$ cat src/rtl/alu_seq_pkg.sv
// alu_seq_pkg: shared types and constants for the sequenced board ALU.
// Holds the entry FSM state encoding, the MIPS funct opcodes the ALU
// understands, the bit positions inside the status flag vector and a
// helper that maps an FSM state onto the LED_STATE indicator pattern.
package alu_seq_pkg;

  // Entry / execute sequence states
  typedef enum logic [2:0] {
    S_WAIT_A  = 3'd0,
    S_WAIT_B  = 3'd1,
    S_WAIT_OP = 3'd2,
    S_EXEC    = 3'd3,
    S_SHOW    = 3'd4
  } state_t;

  // Opcodes use the MIPS R-type funct field encoding
  localparam int          OP_W   = 6;
  localparam logic [5:0]  OP_ADD = 6'b100000;
  localparam logic [5:0]  OP_SUB = 6'b100010;
  localparam logic [5:0]  OP_AND = 6'b100100;
  localparam logic [5:0]  OP_OR  = 6'b100101;
  localparam logic [5:0]  OP_XOR = 6'b100110;
  localparam logic [5:0]  OP_NOR = 6'b100111;
  localparam logic [5:0]  OP_SRL = 6'b000010;
  localparam logic [5:0]  OP_SRA = 6'b000011;

  // Bit positions inside the 4-bit {err, ovf, carry, zero} flag vector
  localparam int FLAG_ZERO  = 0;
  localparam int FLAG_CARRY = 1;
  localparam int FLAG_OVF   = 2;
  localparam int FLAG_ERR   = 3;

  // One-hot {wait_op, wait_b, wait_a} indicator; dark while executing/showing
  function automatic logic [2:0] state_leds(input state_t s);
    logic [2:0] leds;
    case (s)
      S_WAIT_A:  leds = 3'b001;
      S_WAIT_B:  leds = 3'b010;
      S_WAIT_OP: leds = 3'b100;
      default:   leds = 3'b000;
    endcase
    return leds;
  endfunction

endpackage

$ cat src/rtl/alu_seq_top_debounce.sv
// btn_debounce: pushbutton conditioner.
// The raw level is brought into the clock domain through two flops, then a
// change of level is accepted only after it has been seen for
// DEBOUNCE_CYCLES consecutive cycles. Each accepted 0->1 change produces a
// single registered one-cycle pulse; releases produce nothing.
module btn_debounce #(
  parameter int DEBOUNCE_CYCLES = 1_000_000
) (
  input  logic CLK100MHZ,
  input  logic RESET_N,
  input  logic btn_in,
  output logic btn_pulse
);

  localparam int                CNT_W    = $clog2(DEBOUNCE_CYCLES + 1);
  localparam logic [CNT_W-1:0]  CNT_LAST = CNT_W'(DEBOUNCE_CYCLES - 1);
  localparam logic [CNT_W-1:0]  CNT_ONE  = CNT_W'(1);

  logic [1:0]       sync_r;
  logic             level_r;
  logic [CNT_W-1:0] cnt_r;
  logic             pulse_r;

  // Synchronise the raw button, time a stable new level, pulse on acceptance of a press
  always_ff @(posedge CLK100MHZ) begin
    if (!RESET_N) begin
      sync_r  <= 2'b00;
      level_r <= 1'b0;
      cnt_r   <= '0;
      pulse_r <= 1'b0;
    end else begin
      sync_r  <= {sync_r[0], btn_in};
      pulse_r <= 1'b0;
      if (sync_r[1] == level_r) begin
        cnt_r <= '0;
      end else if (cnt_r == CNT_LAST) begin
        level_r <= sync_r[1];
        cnt_r   <= '0;
        pulse_r <= sync_r[1];
      end else begin
        cnt_r <= cnt_r + CNT_ONE;
      end
    end
  end

  assign btn_pulse = pulse_r;

endmodule

$ cat src/rtl/alu_seq_top.sv
// alu_seq_top: board-level sequenced ALU.
// Operands A, B and the opcode are entered from the switches one at a time
// with the debounced enter button (btnC); btnU clears back to operand A.
// The result and {err, ovf, carry, zero} flags are registered in a single
// execute cycle and held on the LEDs until the next execution or a clear.
// Optional feature macro ALU_ACCUM_EN: btnL in SHOW feeds the result back
// as operand A and jumps to operand B entry. Without it btnL is ignored.
module alu_seq_top
  import alu_seq_pkg::*;
#(
  parameter int OPERAND_SIZE    = 8,
  parameter int OP_CODE_SIZE    = 6,
  parameter int DEBOUNCE_CYCLES = 1_000_000
) (
  input  logic                    CLK100MHZ,
  input  logic                    RESET_N,
  input  logic [OPERAND_SIZE-1:0] sw,
  input  logic                    btnC,
  input  logic                    btnU,
  input  logic                    btnL,
  output logic [OPERAND_SIZE-1:0] LED,
  output logic [2:0]              LED_STATE,
  output logic [3:0]              LED_FLAGS
);

  localparam int MSB = OPERAND_SIZE - 1;
  localparam logic [OP_CODE_SIZE-1:0] L_ADD = OP_CODE_SIZE'(OP_ADD);
  localparam logic [OP_CODE_SIZE-1:0] L_SUB = OP_CODE_SIZE'(OP_SUB);
  localparam logic [OP_CODE_SIZE-1:0] L_AND = OP_CODE_SIZE'(OP_AND);
  localparam logic [OP_CODE_SIZE-1:0] L_OR  = OP_CODE_SIZE'(OP_OR);
  localparam logic [OP_CODE_SIZE-1:0] L_XOR = OP_CODE_SIZE'(OP_XOR);
  localparam logic [OP_CODE_SIZE-1:0] L_NOR = OP_CODE_SIZE'(OP_NOR);
  localparam logic [OP_CODE_SIZE-1:0] L_SRL = OP_CODE_SIZE'(OP_SRL);
  localparam logic [OP_CODE_SIZE-1:0] L_SRA = OP_CODE_SIZE'(OP_SRA);
  localparam logic [OPERAND_SIZE-1:0] SH_LIMIT = OPERAND_SIZE'(OPERAND_SIZE);

  state_t                  state_r, next_state_s;
  logic [OPERAND_SIZE-1:0] a_r, b_r, result_r;
  logic [OP_CODE_SIZE-1:0] op_r;
  logic [3:0]              flags_r;
  logic [2:0]              led_state_r;
  logic                    enter_pulse_s, clear_pulse_s, chain_pulse_s;
  logic                    ld_a_s, ld_b_s, ld_op_s, ld_res_s, clr_s, chain_s;
  logic [OPERAND_SIZE-1:0] alu_res_s;
  logic [3:0]              alu_flags_s;
  logic [OPERAND_SIZE:0]   sum_s;

  btn_debounce #(.DEBOUNCE_CYCLES(DEBOUNCE_CYCLES)) u_db_enter (
    .CLK100MHZ(CLK100MHZ), .RESET_N(RESET_N), .btn_in(btnC), .btn_pulse(enter_pulse_s)
  );

  btn_debounce #(.DEBOUNCE_CYCLES(DEBOUNCE_CYCLES)) u_db_clear (
    .CLK100MHZ(CLK100MHZ), .RESET_N(RESET_N), .btn_in(btnU), .btn_pulse(clear_pulse_s)
  );

`ifdef ALU_ACCUM_EN
  btn_debounce #(.DEBOUNCE_CYCLES(DEBOUNCE_CYCLES)) u_db_chain (
    .CLK100MHZ(CLK100MHZ), .RESET_N(RESET_N), .btn_in(btnL), .btn_pulse(chain_pulse_s)
  );
`else
  assign chain_pulse_s = 1'b0;
`endif

  // State register plus the registered one-hot state indicator
  always_ff @(posedge CLK100MHZ) begin
    if (!RESET_N) begin
      state_r     <= S_WAIT_A;
      led_state_r <= 3'b001;
    end else begin
      state_r     <= next_state_s;
      led_state_r <= state_leds(next_state_s);
    end
  end

  // Next-state and register-load decisions; clear overrides everything else
  always_comb begin
    next_state_s = state_r;
    ld_a_s       = 1'b0;
    ld_b_s       = 1'b0;
    ld_op_s      = 1'b0;
    ld_res_s     = 1'b0;
    clr_s        = 1'b0;
    chain_s      = 1'b0;
    if (clear_pulse_s) begin
      clr_s        = 1'b1;
      next_state_s = S_WAIT_A;
    end else begin
      case (state_r)
        S_WAIT_A: begin
          if (enter_pulse_s) begin
            ld_a_s       = 1'b1;
            next_state_s = S_WAIT_B;
          end else begin
            next_state_s = S_WAIT_A;
          end
        end
        S_WAIT_B: begin
          if (enter_pulse_s) begin
            ld_b_s       = 1'b1;
            next_state_s = S_WAIT_OP;
          end else begin
            next_state_s = S_WAIT_B;
          end
        end
        S_WAIT_OP: begin
          if (enter_pulse_s) begin
            ld_op_s      = 1'b1;
            next_state_s = S_EXEC;
          end else begin
            next_state_s = S_WAIT_OP;
          end
        end
        S_EXEC: begin
          ld_res_s     = 1'b1;
          next_state_s = S_SHOW;
        end
        S_SHOW: begin
          if (enter_pulse_s) begin
            next_state_s = S_WAIT_A;
          end else if (chain_pulse_s) begin
            chain_s      = 1'b1;
            next_state_s = S_WAIT_B;
          end else begin
            next_state_s = S_SHOW;
          end
        end
        default: begin
          next_state_s = S_WAIT_A;
        end
      endcase
    end
  end

  // Operand, opcode and result/flag registers
  always_ff @(posedge CLK100MHZ) begin
    if (!RESET_N || clr_s) begin
      a_r      <= '0;
      b_r      <= '0;
      op_r     <= '0;
      result_r <= '0;
      flags_r  <= 4'b0000;
    end else begin
      if (ld_a_s) a_r <= sw;
      else if (chain_s) a_r <= result_r;
      if (ld_b_s) b_r <= sw;
      if (ld_op_s) op_r <= sw[OP_CODE_SIZE-1:0];
      if (ld_res_s) begin
        result_r <= alu_res_s;
        flags_r  <= alu_flags_s;
      end
    end
  end

  // ALU datapath on the captured operands; zero flag derived from the final result
  always_comb begin
    alu_res_s   = '0;
    alu_flags_s = 4'b0000;
    sum_s       = '0;
    case (op_r)
      L_ADD: begin
        sum_s                  = {1'b0, a_r} + {1'b0, b_r};
        alu_res_s              = sum_s[MSB:0];
        alu_flags_s[FLAG_CARRY] = sum_s[OPERAND_SIZE];
        alu_flags_s[FLAG_OVF]  = (a_r[MSB] == b_r[MSB]) && (alu_res_s[MSB] != a_r[MSB]);
      end
      L_SUB: begin
        sum_s                  = {1'b0, a_r} - {1'b0, b_r};
        alu_res_s              = sum_s[MSB:0];
        alu_flags_s[FLAG_CARRY] = (a_r < b_r);
        alu_flags_s[FLAG_OVF]  = (a_r[MSB] != b_r[MSB]) && (alu_res_s[MSB] != a_r[MSB]);
      end
      L_AND: alu_res_s = a_r & b_r;
      L_OR:  alu_res_s = a_r | b_r;
      L_XOR: alu_res_s = a_r ^ b_r;
      L_NOR: alu_res_s = ~(a_r | b_r);
      L_SRL: begin
        if (b_r >= SH_LIMIT) alu_res_s = '0;
        else alu_res_s = a_r >> b_r;
      end
      L_SRA: begin
        if (b_r >= SH_LIMIT) alu_res_s = {OPERAND_SIZE{a_r[MSB]}};
        else alu_res_s = $unsigned($signed(a_r) >>> b_r);
      end
      default: begin
        alu_res_s             = '0;
        alu_flags_s[FLAG_ERR] = 1'b1;
      end
    endcase
    alu_flags_s[FLAG_ZERO] = (alu_res_s == '0);
  end

  assign LED       = result_r;
  assign LED_FLAGS = flags_r;
  assign LED_STATE = led_state_r;

endmodule

$ cat config.mk
export PLATFORM = sky130hd
export DESIGN_NAME = alu_seq_top
export DESIGN_NICKNAME = d
export VERILOG_FILES = /design/src/rtl/alu_seq_pkg.sv /design/src/rtl/alu_seq_top_debounce.sv /design/src/rtl/alu_seq_top.sv
export SDC_FILE = /design/constraint.sdc
export NUM_CORES = 1
export LEC_CHECK = 0
export CORE_ASPECT_RATIO = 1.25
export CORE_MARGIN = 2
export CORE_UTILIZATION = 55
export CTS_BUF_LIST = sky130_fd_sc_hd__clkbuf_16
export CTS_CLUSTER_SIZE = 20
export DETAILED_ROUTE_END_ITERATION = 10
export PLACE_DENSITY = 0.87
export SLEW_MARGIN = 5
export SYNTH_ARGS = -nofsm -noshare
export SYNTH_HDL_FRONTEND = slang
export SYNTH_SLANG_ARGS = --single-unit
export TNS_END_PERCENT = 10
$ cat constraint.sdc
create_clock -name CLK100MHZ -period 2.58 [get_ports CLK100MHZ]
set_input_delay 0.387 -clock CLK100MHZ [delete_from_list [all_inputs] [get_ports CLK100MHZ]]
set_output_delay 0.387 -clock CLK100MHZ [all_outputs]
set_load 0.02 [all_outputs]
## Word level (Yosys, flattened, before mapping)

Cells that the tools add are included.

- Register bits: 88
- Bits in latches: 0
- Memory bits (writable): 0
- ROM bits: 0
- Input bits: 13
- Output and inout bits: 15
- Logic and storage cells: 91
- Memories kept: 0

- $add $sub $neg: 4
- Multiply operators: 0
- Divide/modulo/power cells: 0
- Order comparisons: 2
- Eq/ne operators: 22
- Shifts and indexed selects: 2
- Mux-type cells: 23
- Bitwise logic cells: 9
- Reduce and logical (&&, ||, !) cells: 14

Operator list:

| cell | number |
|---|---|
| $pmux W8 S8 | 1 |
| $add A20 B1 Y20 const B | 2 |
| $eq A20 B20 Y1 const B | 2 |
| $eq A6 B6 Y1 const B | 6 |
| $mux W8 | 3 |
| $pmux W3 S5 | 1 |
| $mux W1 | 13 |
| $eq A6 B2 Y1 const B | 2 |
| $reduce_or A3 Y1 | 4 |
| $add A8 B8 Y9 | 1 |
| $eq A3 B2 Y1 const B | 3 |
| $pmux W3 S3 | 1 |
| $and A8 B8 Y8 | 1 |
| $ge A8 B4 Y1 const B | 1 |
| $logic_not A8 Y1 | 1 |
| $lt A8 B8 Y1 | 1 |
| $not A8 Y8 | 1 |
| $or A8 B8 Y8 | 1 |
| $reduce_or A8 Y1 | 1 |
| $shr A8 B8 Y8 | 1 |
| $sshr A8 B8 Y8 | 1 |
| $sub A8 B8 Y8 | 1 |
| $xor A8 B8 Y8 | 1 |
| $eq A3 B1 Y1 const B | 2 |
| other kinds (12) | 24 |

## Depth between registers and ports, before layout

- Depth after elaboration: 5
- Gate-level depth with buffers: 11
- Mapped depth without buffers: 10

## By module

From an unflattened synthesis, not the netlist that was laid out.

- Cell total of the unflattened synthesis: 651
- Area, all modules: 5405.2 um2

Modules (own cells, without submodules):

| module | times used | cells each | area each (um2) | seq. area each (um2) |
|---|---|---|---|---|
| alu_seq_top | 1 | 414 | 3254.4 | 800.8 |
| btn_debounce at u_db_enter | 1 | 117 | 1082.3 | 480.5 |
| btn_debounce at u_db_clear | 1 | 120 | 1068.5 | 480.5 |

## Least setup slack after synthesis

OpenSTA, ideal clock, no wires.

- Kind: register to register
- Start point: register b_r[1]
- End point: register flags_r[0] (netlist: LED_FLAGS[0])
- Library setup time: 0.059 ns
- Arrival: 2.450 ns
- Required time: 2.521 ns
- Slack: 0.070 ns
- Cell stages (with the launch flop): 11
- Buffers on the path: 1
- Clock period less this slack: 2.510 ns
- Cells stage by stage: dfxtp_1 -> buf_2 -> inv_1 -> ha_1 -> o21bai_1 -> a221oi_1 -> and3b_1 -> or3_1 -> a31o_1 -> nor4_2 -> a32o_2

- Word-level cells in the longest chain between the ends: 4
- Elaborated cells between the ends (all ways): 13
- Those cells by class: add/sub: 2; order compare: 1; shift: 2; mux: 3; bitwise: 4; reduce/logical: 1

RTL lines:

| what | line | RTL |
|---|---|---|
| start: declaration | alu_seq_top.sv:38 | `logic [OPERAND_SIZE-1:0] a_r, b_r, result_r;` |
| start signal: assignment | alu_seq_top.sv:145 | `if (ld_b_s) b_r <= sw;` |
| $ge A8 B4 Y1, or another cell as far along | alu_seq_top.sv:177, alu_seq_top.sv:181 |  |
| $mux W8, or another cell as far along | alu_seq_top.sv:181 | `if (b_r >= SH_LIMIT) alu_res_s = {OPERAND_SIZE{a_r[MSB]}};` |
| $pmux W8 S8 * | alu_seq_top.sv:159 | `case (op_r)` |
| $logic_not A8 Y1 * | alu_seq_top.sv:189 | `alu_flags_s[FLAG_ZERO] = (alu_res_s == '0);` |
| end signal: assignment | alu_seq_top.sv:149 | `flags_r <= alu_flags_s;` |
| end: declaration | alu_seq_top.sv:40 | `logic [3:0] flags_r;` |

Every way passes the cells marked *; elsewhere a longest branch is shown, timed or not.
A chain may end at the register's enable or synchronous reset.

## Final worst setup path

- Start point: register a_r[0]
- End point: register flags_r[0] (netlist: LED_FLAGS[0])

- Word-level cells in the longest chain between the ends: 4
- Elaborated cells between the ends (all ways): 12
- Those cells by class: add/sub: 2; shift: 2; mux: 3; bitwise: 4; reduce/logical: 1

RTL lines:

| what | line | RTL |
|---|---|---|
| start: declaration | alu_seq_top.sv:38 |  |
| start signal: assignment | alu_seq_top.sv:143 | `if (ld_a_s) a_r <= sw;` |
| start signal: assignment | alu_seq_top.sv:144 | `else if (chain_s) a_r <= result_r;` |
| branches (longest 2 deep; another with $sub A8 B8 Y8) | n/a |  |
| $pmux W8 S8 * | alu_seq_top.sv:159 |  |
| $logic_not A8 Y1 * | alu_seq_top.sv:189 |  |

Mark *: on every way between the ends.

==> metrics.md <==
| Metric | Value |
|---|---|
| Final Cycle Share | `0.960` |
| Flop pwr share | `0.486` |
| Min Tclk post-route | `2.48 ns` |
| Main synth FF type | `dfxtp_1` |
| Global-route wire length before repair | `22.5 mm` |
| Ys async rst share | `0` |
| HPWL after DPL | `10.2 mm` |
| Reg clk slew, reported paths | `0.06 ns` |
| Post-CTS setup buffer count | `0` |
| Clock Power Share | `0.496` |
| Setup TNS | `0 ns` |
| Leak | `2.27 nW` |
| Remaining DRCs | `0` |
| CP top delay family | `compound AO/OA/AOI/OAI gates` |
| Yosys reg bits | `88` |
| Die area | `0.0104 mm²` |
| FF-to-FF Start | `a_r[0]$_SDFFE_PP0P_` |
| Highest-count cells in the layout ignoring fill and taps | `85 x dfxtp_1, 80 x nor2_1, 52 x nand2_1, 40 x buf_4, 34 x a21oi_1` |
| Pint | `~0.0022 W` |
| Slew headroom | `0.508` |
| WHS Path Cells | `1` |
| Synth Cell Area | `0.00527 mm²` |
| Worst-skew pair later-pin latency | `0.34 ns` |
| Max capacitance violation total | `0` |
| Fill cells | `730` |
| Crit path DAT | `2.76 ns` |
| Via density | `5.86` |
| CORE AREA | `0.00922 mm²` |
| Post-Synthesis Cells | `roughly 630` |
| Total power | `0.00281 W` |
| Row count | `39` |
| Port Buffer Count | `26` |
| Met2 usage | `0.476` |
| GRT Total Usage | `0.268` |
| Pwr Density | `448 mW/mm²` |
| I/O pin count | `28` |
| Max VDD drop | `0.632 mV` |
| Hold EP | `u_db_clear.sync_r[1]$_SDFF_PN0_` |
| Critical Path Source | `a_r[0]$_SDFFE_PP0P_` |
| Die H | `113 µm` |
| Syn. warnings | `0` |
| Global route hottest layer | `met2` |
| Clock buffer depth | `2` |
| DR WL/cell | `17.0 µm` |
| Post-synth EDFFs | `0` |
| N_diodes | `0` |
| Root Driver | `clkbuf_16` |
| Crit-path max FO | `3` |
| Leading cell type in the layout, fill and taps excluded | `dfxtp_1` |
| Worst path cell trace | `buf_4, ha_1, inv_1, fa_2, nand3b_1, a21oi_2, a41oi_2, xnor2_2, a211o_1, nor4_2, a32o_2` |
| Reg2Reg Setup Slack | `0.10 ns` |
| FMAX | `404 MHz` |
| Final Max Slew Viols | `0` |
| Crit path capture type | `flop` |
| Antenna viol nets, final | `0` |
| Hold Path Class | `flop to flop` |
| GR Layer Usage met3 | `0.0330` |
| Worst Path Required | `2.87 ns` |
| DRT iter0 DRCs | `278` |
| Combinational Power Share | `0.018` |
| Critical path's slowest cell | `fa_2` |
| Layout Area Growth over Synthesis | `18.8%` |
| Largest net degree at the start of global routing | `37` |
| CTS Sinks | `88` |
| Fin area | `0.00626 mm²` |
| # H-tree levels | `3` |
| Post-synthesis sequential area ratio | `0.334` |
| Worst Setup Path Type | `flop to flop` |
| Via count | `~4,700` |
| CTS tree | `done` |
| Vias in the first global route | `4,653` |
| Status | `finished clean` |
| Worst-margin pin slew | `0.735 ns` |
| Cell count along the critical path | `11` |
| Cell Area, Placed | `0.00586 mm²` |
| Synth unique cells | `67` |
| First drt pass iteration count | `4` |
| Mean Syn Cell Area | `8.41 µm²` |
| Grt met1 use | `0.316` |
| Worst reg-to-reg path cell count | `11` |
| Reg2reg end | `LED_FLAGS[0]$_SDFFE_PP0P_` |
| Synth area leader | `dfxtp_1` |
| Final Hold Fails | `0` |
| Initial antenna violation count | `0` |
| Die Span X | `91.5 µm` |
| CP max stage delay | `about 0.37 ns` |
| Top-area cell type share of the netlist area | `0.334` |
| Remaining Overflow, GRT | `0` |
| Largest cells by area after synthesis | `dfxtp_1 33%, ha_1 7.1%, mux2i_1 6.3%, nor2_1 5.7%, xnor2_1 5.0%` |
| WL final | `between 10 and 15 mm` |
| Initial Util | `0.571` |
| Hold path startpoint | `u_db_clear.sync_r[0]$_SDFF_PN0_` |
| Layout cells sized above 1 | `0.142` |
| Post-Route Skew | `0.00727 ns` |
| Num CTS Buffers | `9` |
| Synthesized netlist net count | `about 670` |
| Nets | `between 700 and 800` |
| Worst setup SP type | `flop` |
| RePlAce Congestion | `0.949` |
| Finish-stage setup viols | `0` |
| Buffers & Inverters on Critical Path | `2` |
| Sw frac | `0.203` |
| P_sw | `approximately 0.00057 W` |
==> synth_stat cells, drive strengths merged (4+ instances only) <==
| cell type | count |
|---|---|
| a211oi | 4 |
| a21oi | 36 |
| a31oi | 7 |
| and2 | 5 |
| and3 | 13 |
| buf | 8 |
| clkbuf | 26 |
| dfxtp | 88 |
| ha | 30 |
| inv | 24 |
| mux2i | 33 |
| mux4 | 5 |
| nand2 | 52 |
| nand2b | 8 |
| nand3 | 22 |
| nand3b | 6 |
| nand4 | 8 |
| nor2 | 81 |
| nor2b | 9 |
| nor3 | 20 |
| nor4 | 7 |
| o211ai | 5 |
| o21ai | 15 |
| or2 | 4 |
| or3 | 7 |
| xnor2 | 30 |
| xor2 | 24 |
==> through the flow <==
| stage | utilization | instances | setup WS, ns | hold WS, ns |
|---|---|---|---|---|
| finish | 0.679 | 798 | 0.104 | 0.432 |
| CTS | 0.672 | 798 | 0.0110 | 0.435 |
| detailed placement | 0.635 | 782 | -0.0683 | 0.420 |
| floorplan | - | 626 | 0.0705 | 0.412 |
| global placement | 0.635 | 782 | -0.00644 | 0.414 |
| global route | 0.679 | 798 | -0.00494 | 0.451 |
==> area by class of cell <==
class | count | area (µm²) | share of cell area
inverter | 24 | 90.1 | 0.0144
clock buffer | 9 | 225 | 0.0360
clock inverter | 7 | 93.8 | 0.0150
multi-input combinational | 480 | 3350 | 0.535
sequential | 88 | 1770 | 0.282
timing repair buffer | 67 | 581 | 0.0927
tap | 123 | 154 | 0.0246
==> routing by layer <==
layer  share of wire  vias up
met3           0.027       39
met5               0        -
li1                -     2272
met2            0.51       94
met4           0.043        0
met1            0.41     2271
==> registers in the layout, indices dropped and copies added (netlist names) <==
name                  count
LED_STATE                 3
u_db_clear.cnt_r         20
op_r                      6
u_db_clear.btn_pulse      1
a_r                       8
LED                       8
u_db_clear.sync_r         2
u_db_enter.btn_pulse      1
u_db_enter.sync_r         2
b_r                       8
u_db_clear.level_r        1
u_db_enter.level_r        1
state_r                   3
u_db_enter.cnt_r         20
LED_FLAGS                 4
==> power by group through the flow <==
stage	Combinational [W]	Sequential [W]	Clock [W]
finish	0.0000508	0.00136	0.00139
global route	0.0000558	0.00136	0.00146
CTS	0.0000506	0.00136	0.00141
detailed placement	0.0000502	0.00140	0
global placement	0.0000487	0.00139	0
floorplan	0.0000214	0.00139	0
==> timing repair <==
| action | CTS | global route |
|---|---|---|
| pin swaps | 2 | 7 |
| resized for setup | 5 | 14 |
| hold buffers | 0 | 0 |
| endpoints found under the setup margin | 1 | 2 |
| cloned | 0 | 0 |
==> how the worst max path moves through the flow <==
| stage | to | slack, ns |
|---|---|---|
| after CTS | LED_FLAGS[0]$_SDFFE_PP0P_ | 0.01 |
| after detailed placement | LED_FLAGS[0]$_SDFFE_PP0P_ | -0.07 |
| after global placement | LED_FLAGS[0]$_SDFFE_PP0P_ | -0.006 |
| after floorplan | LED_FLAGS[0]$_SDFFE_PP0P_ | 0.07 |
| after global routing | LED_FLAGS[0]$_SDFFE_PP0P_ | -0.005 |
| final | LED_FLAGS[0]$_SDFFE_PP0P_ | 0.10 |
==> logic make-up after synthesis <==
logic type                 synth area share
xor gates and xnor gates             0.0898
adders and majority gates            0.0789
muxes                                0.0905
AOI/OAI and AO/OA                     0.118
buffers and inverters                0.0439
DFF                                   0.334
and+or+nand+nor                       0.244
No activity file was read; power rests on OpenSTA's default activity.
